==> src/rtl/ahb_sram_pkg.sv <==
// Shared encodings and types for the AHB-Lite to DFFRAM bridge.
package ahb_sram_pkg;

  localparam int NUM_LANES = 4;

  typedef enum logic [1:0] {
    HTRANS_IDLE   = 2'b00,
    HTRANS_BUSY   = 2'b01,
    HTRANS_NONSEQ = 2'b10,
    HTRANS_SEQ    = 2'b11
  } htrans_e;

  typedef enum logic [2:0] {
    HSIZE_BYTE = 3'b000,
    HSIZE_HALF = 3'b001,
    HSIZE_WORD = 3'b010
  } hsize_e;

  localparam logic HRESP_OKAY  = 1'b0;
  localparam logic HRESP_ERROR = 1'b1;

  typedef enum logic [1:0] {
    ST_OKAY = 2'd0,
    ST_ERR1 = 2'd1,
    ST_ERR2 = 2'd2
  } dp_state_e;

endpackage

==> src/rtl/ahb_sram_lane_dec.sv <==
// Byte-lane decode: HSIZE and low address bits to a write mask plus a misalignment flag.
module ahb_sram_lane_dec
  import ahb_sram_pkg::*;
(
  input  logic [2:0]           hsize,
  input  logic [1:0]           addr_lo,
  output logic [NUM_LANES-1:0] mask,
  output logic                 misaligned
);

  always_comb begin
    mask       = '0;
    misaligned = 1'b0;
    case (hsize)
      HSIZE_BYTE: mask = NUM_LANES'(1) << addr_lo;
      HSIZE_HALF: begin
        mask       = addr_lo[1] ? 4'b1100 : 4'b0011;
        misaligned = addr_lo[0];
      end
      HSIZE_WORD: begin
        mask       = 4'b1111;
        misaligned = (addr_lo != 2'b00);
      end
      default:    misaligned = 1'b1;
    endcase
  end

endmodule

==> src/rtl/ahb_sram_bridge.sv <==
// AHB-Lite slave in front of a single-port DFFRAM: zero-wait reads, one-entry
// posted write buffer with read-after-write forwarding, two-cycle ERROR on misalignment.
module ahb_sram_bridge
  import ahb_sram_pkg::*;
#(
  parameter int AW = 15,
  parameter int DW = 32
) (
  input  logic                 HCLK,
  input  logic                 HRESETn,
  input  logic                 HSEL,
  input  logic [31:0]          HADDR,
  input  logic [1:0]           HTRANS,
  input  logic                 HWRITE,
  input  logic [2:0]           HSIZE,
  input  logic [DW-1:0]        HWDATA,
  input  logic                 HREADY,
  output logic                 HREADYOUT,
  output logic                 HRESP,
  output logic [DW-1:0]        HRDATA,
  input  logic [DW-1:0]        SRAMRDATA,
  output logic                 SRAMCS,
  output logic [NUM_LANES-1:0] SRAMWEN,
  output logic [DW-1:0]        SRAMWDATA,
  output logic [AW-1:0]        SRAMADDR
);

  logic                 unused_addr_bits;
  assign unused_addr_bits = ^{HADDR[31:AW+2], HTRANS[0]};

  logic [AW-1:0]        hw_addr;
  logic [NUM_LANES-1:0] dec_mask;
  logic                 dec_mis;
  logic                 valid, rd_ap, wr_ap, err_ap, commit;
  logic [DW-1:0]        rd_merge;

  dp_state_e            state_q, state_d;
  logic                 pend_q, pend_d;
  logic                 wdp_q, wdp_d;
  logic                 rdp_q, rdp_d;
  logic [AW-1:0]        buf_addr_q, buf_addr_d;
  logic [NUM_LANES-1:0] buf_mask_q, buf_mask_d;
  logic [DW-1:0]        buf_data_q, buf_data_d;
  logic [NUM_LANES-1:0] fwd_mask_q, fwd_mask_d;
  logic [DW-1:0]        hrdata_q, hrdata_d;

  assign hw_addr = HADDR[AW+1:2];

  ahb_sram_lane_dec u_lane_dec (
    .hsize      (HSIZE),
    .addr_lo    (HADDR[1:0]),
    .mask       (dec_mask),
    .misaligned (dec_mis)
  );

  // Reset gates the strobes so nothing reaches the SRAM while HRESETn is low.
  assign valid  = HRESETn & HSEL & HTRANS[1] & HREADY;
  assign rd_ap  = valid & ~HWRITE & ~dec_mis;
  assign wr_ap  = valid &  HWRITE & ~dec_mis;
  assign err_ap = valid &  dec_mis;

  // A new write evicts the old entry at once; otherwise drain only when the
  // SRAM port is free and the entry's data has already been captured.
  assign commit = HRESETn & pend_q & (wr_ap | (~rd_ap & ~wdp_q));

  always_comb begin
    rd_merge = SRAMRDATA;
    for (int i = 0; i < NUM_LANES; i++)
      if (fwd_mask_q[i]) rd_merge[8*i +: 8] = buf_data_q[8*i +: 8];
  end

  always_comb begin
    state_d    = state_q;
    pend_d     = pend_q;
    wdp_d      = wr_ap;
    rdp_d      = rd_ap;
    buf_addr_d = buf_addr_q;
    buf_mask_d = buf_mask_q;
    buf_data_d = buf_data_q;
    fwd_mask_d = fwd_mask_q;
    hrdata_d   = hrdata_q;

    case (state_q)
      ST_OKAY: if (err_ap) state_d = ST_ERR1;
      ST_ERR1: state_d = ST_ERR2;
      ST_ERR2: state_d = err_ap ? ST_ERR1 : ST_OKAY;
      default: state_d = ST_OKAY;
    endcase

    if (wdp_q) buf_data_d = HWDATA;

    if (wr_ap) begin
      buf_addr_d = hw_addr;
      buf_mask_d = dec_mask;
      pend_d     = 1'b1;
    end else if (commit) begin
      pend_d = 1'b0;
    end

    if (rd_ap)
      fwd_mask_d = (pend_q && (buf_addr_q == hw_addr)) ? buf_mask_q : '0;

    if (rdp_q) hrdata_d = rd_merge;
  end

  always_comb begin
    HREADYOUT = (state_q != ST_ERR1);
    HRESP     = (state_q == ST_OKAY) ? HRESP_OKAY : HRESP_ERROR;
    HRDATA    = rdp_q ? rd_merge : hrdata_q;

    SRAMCS    = 1'b0;
    SRAMWEN   = '0;
    SRAMADDR  = hw_addr;
    SRAMWDATA = buf_data_q;
    if (rd_ap) begin
      SRAMCS = 1'b1;
    end else if (commit) begin
      SRAMCS    = 1'b1;
      SRAMWEN   = buf_mask_q;
      SRAMADDR  = buf_addr_q;
      // Eviction during the entry's own data phase takes the bus data directly.
      SRAMWDATA = wdp_q ? HWDATA : buf_data_q;
    end
  end

  always_ff @(posedge HCLK) begin
    if (!HRESETn) begin
      state_q    <= ST_OKAY;
      pend_q     <= 1'b0;
      wdp_q      <= 1'b0;
      rdp_q      <= 1'b0;
      buf_addr_q <= '0;
      buf_mask_q <= '0;
      buf_data_q <= '0;
      fwd_mask_q <= '0;
      hrdata_q   <= '0;
    end else begin
      state_q    <= state_d;
      pend_q     <= pend_d;
      wdp_q      <= wdp_d;
      rdp_q      <= rdp_d;
      buf_addr_q <= buf_addr_d;
      buf_mask_q <= buf_mask_d;
      buf_data_q <= buf_data_d;
      fwd_mask_q <= fwd_mask_d;
      hrdata_q   <= hrdata_d;
    end
  end

endmodule
==> config.mk <==
export PLATFORM = sky130hd
export DESIGN_NAME = ahb_sram_bridge
export DESIGN_NICKNAME = d
export VERILOG_FILES = /design/src/rtl/ahb_sram_pkg.sv /design/src/rtl/ahb_sram_lane_dec.sv /design/src/rtl/ahb_sram_bridge.sv
export SDC_FILE = /design/constraint.sdc
export NUM_CORES = 1
export LEC_CHECK = 0
export BUFFER_PORTS_ARGS = -buffer_cell sky130_fd_sc_hd__clkbuf_2
export CAP_MARGIN = 20
export CORE_ASPECT_RATIO = 0.9
export CORE_MARGIN = 2
export CORE_UTILIZATION = 48
export DETAILED_ROUTE_END_ITERATION = 16
export GPL_TIMING_DRIVEN = 0
export PLACE_DENSITY = 0.81
export SLEW_MARGIN = 20
export SYNTH_ARGS = -nofsm -noshare
export SYNTH_HDL_FRONTEND = slang
export SYNTH_SLANG_ARGS = --single-unit
==> constraint.sdc <==
create_clock -name HCLK -period 2.4 [get_ports HCLK]
set_clock_uncertainty 0.1 [all_clocks]
set_input_delay 0.24 -clock HCLK [delete_from_list [all_inputs] [get_ports HCLK]]
set_output_delay 0.24 -clock HCLK [all_outputs]
set_load 0.01 [all_outputs]
* Word level (Yosys, flattened, before mapping)
Index checks and enable logic that the tools add are counted.
Storage, ports and cells: flip-flop bits (word level) 92, latch bits 0, bits in writable memories 0, memory bits (read-only) 0, bits of input ports 106, output and inout bits 86, word-level logic and storage cells 62, memories kept 0
Cells by class: add/subtract/negate cells 0, $mul 0, div/mod/pow operators 0, $lt $le $gt $ge 0, equality and inequality tests 7, shift operators 1, muxes and demuxes 24, bitwise logic cells 16, reductions and logical operators 5
Operator list (count):
- two-way mux 32 bit | 4
- two-way mux 8 bit | 4
- two-way mux 15 bit | 2
- two-way mux 4 bit | 4
- equality test 15 bit | 1
- one-hot mux 4 bit (3 select lines) | 1
- AND 1 bit | 11
- two-way mux 1 bit | 6
- one-hot mux 2 bit (3 select lines) | 1
- inverter 1 bit | 4
- nonzero test 2 bit | 2
- << shifter 1 x 2 -> 4 bit (first input constant) | 1
- equality test 3 x 1 -> 1 bit (second input constant) | 1
- equality test 3 x 2 -> 1 bit (second input constant) | 1
- zero test 3 bit | 1
- one-hot mux 1 bit (3 select lines) | 1
- equality test 2 x 1 -> 1 bit (second input constant) | 1
- equality test 2 bit (second input constant) | 1
- zero test 2 bit | 1
- two-way mux 2 bit | 1
- inequality test 2 x 1 -> 1 bit (second input constant) | 1
- inequality test 2 bit (second input constant) | 1
- logical AND 1 bit | 1
- OR 1 bit | 1

* Logic depth before layout (Yosys ltp)
Gate-level depths: netlist (run 1).
depth in word-level cells 11, depth in mapped cells 7, mapped depth without buffers 5

* Cells and area by module
A second synthesis (run 1) with hierarchy kept.
Second synthesis, totals: cell total of the unflattened synthesis 497, area total of the unflattened synthesis 4529.3 um2
By module, submodules not included:
- ahb_sram_bridge | times used 1, cells each 482, area an instance 4451.8 um2, seq. area each 1841.8 um2
- ahb_sram_lane_dec | times used 1, cells each 15, area an instance 77.6 um2, seq. area each 0.0 um2

* Worst setup path before layout (run 1)
No wires, ideal clock.
kind input to output, start input port HSIZE[0], end output port SRAMADDR[0], data arrival time 1.533 ns, required time 2.060 ns, setup slack 0.527 ns, stages 5, buffers on the path 1, cell sequence or4_1 > a21oi_1 > o22ai_1 > buf_4 > mux2_1
On the way: longest elaborated chain between the ends 10, elaborated cells on any way between the ends 13, those cells by class eq/ne (2); mux (3); bitwise (7); reduce/logical (1)
RTL lines:
- start: declaration | RTL line ahb_sram_bridge.sv:15 | input logic [2:0] HSIZE,
- equality test 3 x 2 -> 1 bit, or another cell as far along | RTL line ahb_sram_lane_dec.sv:14 | case (hsize)
- one-hot mux 1 bit (3 select lines) (*) | RTL line ahb_sram_lane_dec.sv:14
- inverter 1 bit (*) | RTL line ahb_sram_bridge.sv:58, ahb_sram_bridge.sv:59
- AND 1 bit | RTL line ahb_sram_bridge.sv:58 | assign rd_ap = valid & ~HWRITE & ~dec_mis;
- inverter 1 bit | RTL line ahb_sram_bridge.sv:64 | assign commit = HRESETn & pend_q & (wr_ap | (~rd_ap & ~wdp_q));
- AND 1 bit | RTL line ahb_sram_bridge.sv:64
- OR 1 bit | RTL line ahb_sram_bridge.sv:64
- AND 1 bit | RTL line ahb_sram_bridge.sv:64
- two-way mux 15 bit | RTL line ahb_sram_bridge.sv:117 | end else if (commit) begin
- two-way mux 15 bit (*) | RTL line ahb_sram_bridge.sv:115 | if (rd_ap) begin
- end: declaration | RTL line ahb_sram_bridge.sv:25 | output logic [AW-1:0] SRAMADDR
Mark *: on every way between the ends. The rest lies on a longest branch, timed or not.

* Worst setup path after layout (run 1)
start register wdp_q, end output port SRAMADDR[3]
On the way: longest elaborated chain between the ends 6
RTL lines:
- start: declaration | RTL line ahb_sram_bridge.sv:39 | logic wdp_q, wdp_d;
- start signal: assignment | RTL line ahb_sram_bridge.sv:140 | wdp_q <= wdp_d;
- inverter 1 bit | RTL line ahb_sram_bridge.sv:64
- AND 1 bit | RTL line ahb_sram_bridge.sv:64
- OR 1 bit | RTL line ahb_sram_bridge.sv:64
- AND 1 bit | RTL line ahb_sram_bridge.sv:64
- two-way mux 15 bit | RTL line ahb_sram_bridge.sv:117
- two-way mux 15 bit | RTL line ahb_sram_bridge.sv:115
No other way between the ends.

==> results.yml, run 1 <==
setup_path:
  arrival_ns: 1.97
  critPathKind: "flop to output port"
  critPathCaptureType: "output port"
  crit_buf_inv: 2
  cp_cell_sequence: "or2_2, o22ai_1, buf_4, mux2_2, clkbuf_2"
  cp_slowest_cell: "dfxtp_2"
  ff2ff_setup_slack_ns: 0.70
  critPathMaxStageDelay_ns: 0.41
  crit_path_start_kind: "flop"
  path_max_fanout: 10
  crit_family: "flip-flops"
  required_ns: 2.06
floorplanning:
  core_sq_um: 9080
  die_w_microns: 106
  io_pins: 192
  die_height_microns: 95.5
  start_util: 0.491
  num_rows: 33
  die_area_sq_um: 10100
clock_network:
  cts_tree: "yes"
  postCtsHoldBufs: 0
  postCtsSetupRepairBufs: 0
  insertion_delay_ns: 0.34
  clk_pin_slew_ns: 0.09
  cts_buffer_depth: 2
  htree_levels: 3
  cts_buffers: 9
  root_buffer: "clkbuf_8"
  cts.sinks: 92
detailed_routing:
  post_drt_wl_per_cell_microns: 14.8
  vias: 4112
  totalWireLength_microns: 11800
  viasPerCell: 5.15
  dr.pass1.iters: 4
  drt_iter0_drc: 129
  antenna_left: 0
  drcViolationCount: 0
power:
  intPower_uw: 2130
  switching_share: 0.236
  seqPwrFrac: 0.551
  total_leakage_power_uw: 0.00246
  power.share.clock: 0.360
  combinationalPowerShare: 0.089
  p_switching_uw: 660
  ir_drop_v: 0.000302
  p_per_area_nw_per_um2: 491
  power_uw: 2790
yosys:
  synth_cells: 489
  yosys_warnings: 0
  syn_area_sq_um: 4460
  async_flop_share: 0
  synth_edf_count: 0
  syn-num-nets: 595
  ys_seq_area_frac: 0.413
  ys_types: 34
  avgSynthCellArea_sq_um: 9.12
  synthFlopType: "dfxtp_1"
  ys_seq_elements: 92
timing:
  grt_setup_unrepaired: "false"
  relSlewSlack: 0.525
  layout_min_cycle_time_ns: 2.31
  whs_ns: 0.0431
  max_freq_mhz: 434
  worst_pin_slew_ns: 0.713
  final_hold_viol_count: 0
  layout_setup_ws_ns: 0.0950
  finalSetupTns_ns: 0
  final.period_utilization: 0.960
  slew_viol_final: 0
  setup_viol: 0
placement:
  dpl-instance-area_sq_um: 5490
  port-buffer-count: 174
  dpl_worst_slack_ns: 0.0603
  gp_congestion: 0.834
  hpwl_microns: 9010
grt:
  antenna_found_initial: 0
  overflow: 0
  grt_max_degree: 15
  track_usage: 0.228
  grt_pass1_vias: 3887
  grt_pass1_wl_microns: 18300
layout:
  area_growth_pct: 27.5
  seq_area_sq_um: 1840
  drive_gt1_frac: 0.329
  multi_input_area_sq_um: 2470
  antenna_cells: 0
  finalNetCount: 778
  nFillCells: 847
  finish.instance_area_sq_um: 5690
outcome:
  status: "finished, final reports clean"
worst_hold_path:
  hp-class: "input port to flop"
flow_run:
  maxCapViolations: 0
==> repair_timing <==
action                     in CTS  in global routing
resized for setup               1                 11
pin swaps                       0                  0
setup endpoints to repair      47                 64
==> worst paths after layout <==
| path | from | end | cells past startpoint |
|---|---|---|---|
| worst min register to register | state_q[0] | state_q[0] | 1 |
| worst max register to register | buf_addr_q[10] | fwd_mask_q[1] | 4 |
| worst max-delay path | wdp_q | SRAMADDR[3] | 5 |
| worst min-delay path | HADDR[3] | buf_addr_q[1] | 3 |
==> power groups by stage <==
stage / registers (uW) / clock network (uW) / logic (uW)
2_1_floorplan: 1570 / 0 / 108
3_3_place_gp: 1570 / 0 / 240
3_5_place_dp: 1570 / 0 / 246
4_1_cts: 1540 / 1030 / 247
5_1_grt: 1540 / 1100 / 273
6_report: 1540 / 1000 / 250
==> tightest hold or removal path, stage by stage <==
cell and delay [ns]:
clkbuf_2 0.10, nand2_1 0.06, a21oi_1 0.05
==> synth_stat cells, types with 2 or more instances <==
| master | n | area share |
|---|---|---|
| clkbuf_1 | 21 | 0.018 |
| buf_1 | 3 | 0.0025 |
| or4_1 | 2 | 0.0034 |
| and2_1 | 36 | 0.050 |
| or2_2 | 3 | 0.0042 |
| mux2i_1 | 64 | 0.14 |
| xnor2_1 | 15 | 0.029 |
| mux2_2 | 12 | 0.030 |
| nand2b_1 | 2 | 0.0028 |
| nand4_1 | 5 | 0.0070 |
| nand3_1 | 5 | 0.0056 |
| o22ai_1 | 5 | 0.0070 |
| nand2_1 | 39 | 0.033 |
| mux2_1 | 35 | 0.088 |
| nor2_1 | 69 | 0.058 |
| a21oi_1 | 54 | 0.061 |
| o211ai_1 | 2 | 0.0034 |
| buf_2 | 10 | 0.011 |
| dfxtp_1 | 92 | 0.41 |
==> kinds of logic after synthesis <==
group	count (synthesis)	share of synthesized area
muxes	111	0.262
DFF	92	0.413
xor gates and xnor gates	15	0.0294
and+or+nand+nor	166	0.177
buffers and inverters	38	0.0356
AOI/OAI and AO/OA	67	0.0830
==> state kept, by name, summed over array words and instances, names as in the netlist <==
register,count
buf_addr_q,15
buf_data_q,32
buf_mask_q,4
fwd_mask_q,4
hrdata_q,32
pend_q,1
rdp_q,1
state_q,2
wdp_q,1
==> final cells by class <==
class,count,share of cell area
multi-input cells,359,0.435
inverters,3,0.00198
clock buffers,12,0.0238
clock inverters,4,0.00880
plain buffers,33,0.0260
flip-flops and latches,92,0.324
repair buffers,174,0.153
well taps,122,0.0268
==> cells in the final DEF, fill, tap and decap left out, types with 8 or more instances in the layout <==
cell	Yosys	routed
clkbuf_2	0	176
dfxtp_1	92	90
nor2_1	69	69
mux2i_1	64	64
a21oi_1	54	54
nand2_1	39	39
and2_1	36	36
mux2_1	35	35
clkbuf_1	21	20
xnor2_1	15	15
mux2_2	12	12
clkbuf_8	0	9
buf_2	10	8
==> per-stage QoR <==
| step | instances | utilization |
|---|---|---|
| 2_1_floorplan | 489 | - |
| 3_3_place_gp | 785 | 0.604 |
| 3_5_place_dp | 785 | 0.604 |
| 4_1_cts | 800 | 0.624 |
| 5_1_grt | 799 | 0.626 |
| 6_report | 799 | 0.626 |
==> per-layer routing <==
layer  track usage  routed length, microns  vias to the layer above
li1              -                       -                     2040
met1         0.284                    5150                     1903
met2         0.407                    5860                      155
met3        0.0355                     671                       14
met4        0.0746                     132                        0
met5             0                       0                        -
(Power assumes the default switching activity.)
==> run 2, diff against run 1 <==
--- a/config.mk
+++ b/config.mk
@@ -5,14 +5,14 @@
 export SDC_FILE = /design/constraint.sdc
 export NUM_CORES = 1
 export LEC_CHECK = 0
-export BUFFER_PORTS_ARGS = -buffer_cell sky130_fd_sc_hd__clkbuf_2
 export CAP_MARGIN = 20
 export CORE_ASPECT_RATIO = 0.9
 export CORE_MARGIN = 2
-export CORE_UTILIZATION = 48
+export CORE_UTILIZATION = 55
 export DETAILED_ROUTE_END_ITERATION = 16
+export DONT_BUFFER_PORTS = 1
 export GPL_TIMING_DRIVEN = 0
-export PLACE_DENSITY = 0.81
+export PLACE_DENSITY = 0.7
 export SLEW_MARGIN = 20
 export SYNTH_ARGS = -nofsm -noshare
 export SYNTH_HDL_FRONTEND = slang
==> run 2 against run 1 <==
Effect of this change: via count shrank 11%; register-to-register slack lost 0.18 ns; sequential power is essentially flat; largest cell class unchanged; sequential share of layout area grew 2.4 points; critical path depth is the same; fmax grew 1.7%; non-clock buffer count shrank 124; wire length shrank 3.4%; clock power grew 11%; sequential cell count is the same; final area shrank 6.9%; setup slack gained 0.038 ns.
==> results.yml, run 2 (synthesized netlist as in run 1, its figures left out) <==
flow_run:
  maxCapViolations: 0
placement:
  gp_congestion: 0.849
  hpwl_microns: 7850
  port-buffer-count: 0
power:
  p_per_area_nw_per_um2: 539
  total_leakage_power_uw: 0.00191
  power_uw: 2850
  ir_drop_v: 0.000357
floorplanning:
  core_sq_um: 7950
  io_pins: 192
  die_w_microns: 98.9
  die_height_microns: 89.4
  num_rows: 31
  die_area_sq_um: 8850
  start_util: 0.561
worst_hold_path:
  hp-start: "HSEL"
  hp-class: "input port to flop"
clock_network:
  cts_buffer_depth: 2
  htree_levels: 3
  cts.sinks: 92
  insertion_delay_ns: 0.35
  root_buffer: "clkbuf_8"
  cts_buffers: 9
  clk_pin_slew_ns: 0.09
  cts_tree: "yes"
timing:
  finalSetupTns_ns: 0
  setup_viol: 0
  final.period_utilization: 0.945
  whs_ns: 0.00916
  max_freq_mhz: 441
  layout_min_cycle_time_ns: 2.27
  slew_viol_final: 0
  worst_pin_slew_ns: 0.682
  grt_setup_unrepaired: "true"
  relSlewSlack: 0.545
  final_hold_viol_count: 0
detailed_routing:
  drcViolationCount: 0
  totalWireLength_microns: 11400
  vias: 3644
  dr.pass1.iters: 4
  post_drt_wl_per_cell_microns: 17.5
  drt_iter0_drc: 86
  antenna_left: 0
  viasPerCell: 5.60
setup_path:
  critPathKind: "flop to output port"
  r2r_start: "rdp_q"
  crit_buf_inv: 1
  arrival_ns: 1.93
  cp-startpoint: "pend_q"
  path_max_fanout: 5
  cp_cell_sequence: "nand2_1, or2_2, o22ai_2, buf_4, mux2_2"
  required_ns: 2.06
  crit_family: "simple AND/OR/NAND/NOR gates"
  critPathCaptureType: "output port"
  cp_slowest_cell: "dfxtp_1"
  crit_path_start_kind: "flop"
  critPathMaxStageDelay_ns: 0.40
layout:
  area_growth_pct: 18.6
  seq_area_sq_um: 1840
  multi_input_area_sq_um: 2470
  drive_gt1_frac: 0.0851
  final_common_cell: "dfxtp_1"
  layout_common_cells: "dfxtp_1 (92), nor2_1 (69), mux2i_1 (64), a21oi_1 (54), dlygate4sd3_1 (48)"
  nFillCells: 664
  utilization: 0.666
  finalNetCount: 654
  antenna_cells: 0
  largestRegisters: "buf_data_q: 32 flops, hrdata_q: 32 flops, buf_addr_q: 15 flops"
grt:
  grt_max_degree: 15
  grt_pass1_vias: 3627
  overflow: 0
  antenna_found_initial: 0
  grt_pass1_wl_microns: 17400
  track_usage: 0.248
outcome:
  status: "finished, final reports clean"
[run 2: changes by cell type in the layout (fill, tap and decap cells not counted), sizes merged]
cell and delta:
clkdlybuf4s15 +1, bufinv +1, buf +1, dlygate4sd3 +48
clkbuf -175, clkinv -1
[run 2: path summary, 6_finish.rpt]
kind	to	slack (ns)	cells past startpoint
hold / removal	state_q[0]	0.009	2
setup / recovery	SRAMADDR[10]	0.13	5
hold reg to reg	state_q[0]	0.34	1
setup reg to reg	hrdata_q[3]	0.52	5
[run 2: area by class of cell]
class                           instances  area share
Clock inverter                          4      0.0142
Inverter                                3     0.00213
Buffer                                 34      0.0286
Tap cell                               99      0.0234
Clock buffer                           11      0.0248
Multi-Input combinational cell        359       0.466
Timing Repair Buffer                   49      0.0929
Sequential cell                        92       0.348
[run 2: per-layer routing]
layer,part of all wire,global-route usage,vias up
li1,-,-,1790
met1,0.42,0.290,1722
met2,0.51,0.442,122
met3,0.064,0.0821,10
met4,0.0096,0.0635,0
met5,0,0,-
[run 2: through the flow]
stage	cell area (sq um)	cells	setup slack [ns]
floorplan	4460	489	0.527
global placement	4590	588	0.202
detailed placement	4590	588	0.198
CTS	5270	650	0.0593
global route	5290	651	-0.0661
finish	5290	651	0.133
[run 2: report_power, final]
group          internal (uW)  switching (uW)
Sequential              1530            4.71
Combinational            104            95.2
Clock                    583             532
Total                   2220             632
[run 2: what timing repair did]
item | in CTS | in global routing
cloned | 0 | 1
pin swaps | 0 | 0
hold endpoints to repair | 48 | 0
hold buffers | 48 | 0
resized for setup | 0 | 7
setup buffers | 0 | 0
endpoints found under the setup margin | 24 | 39
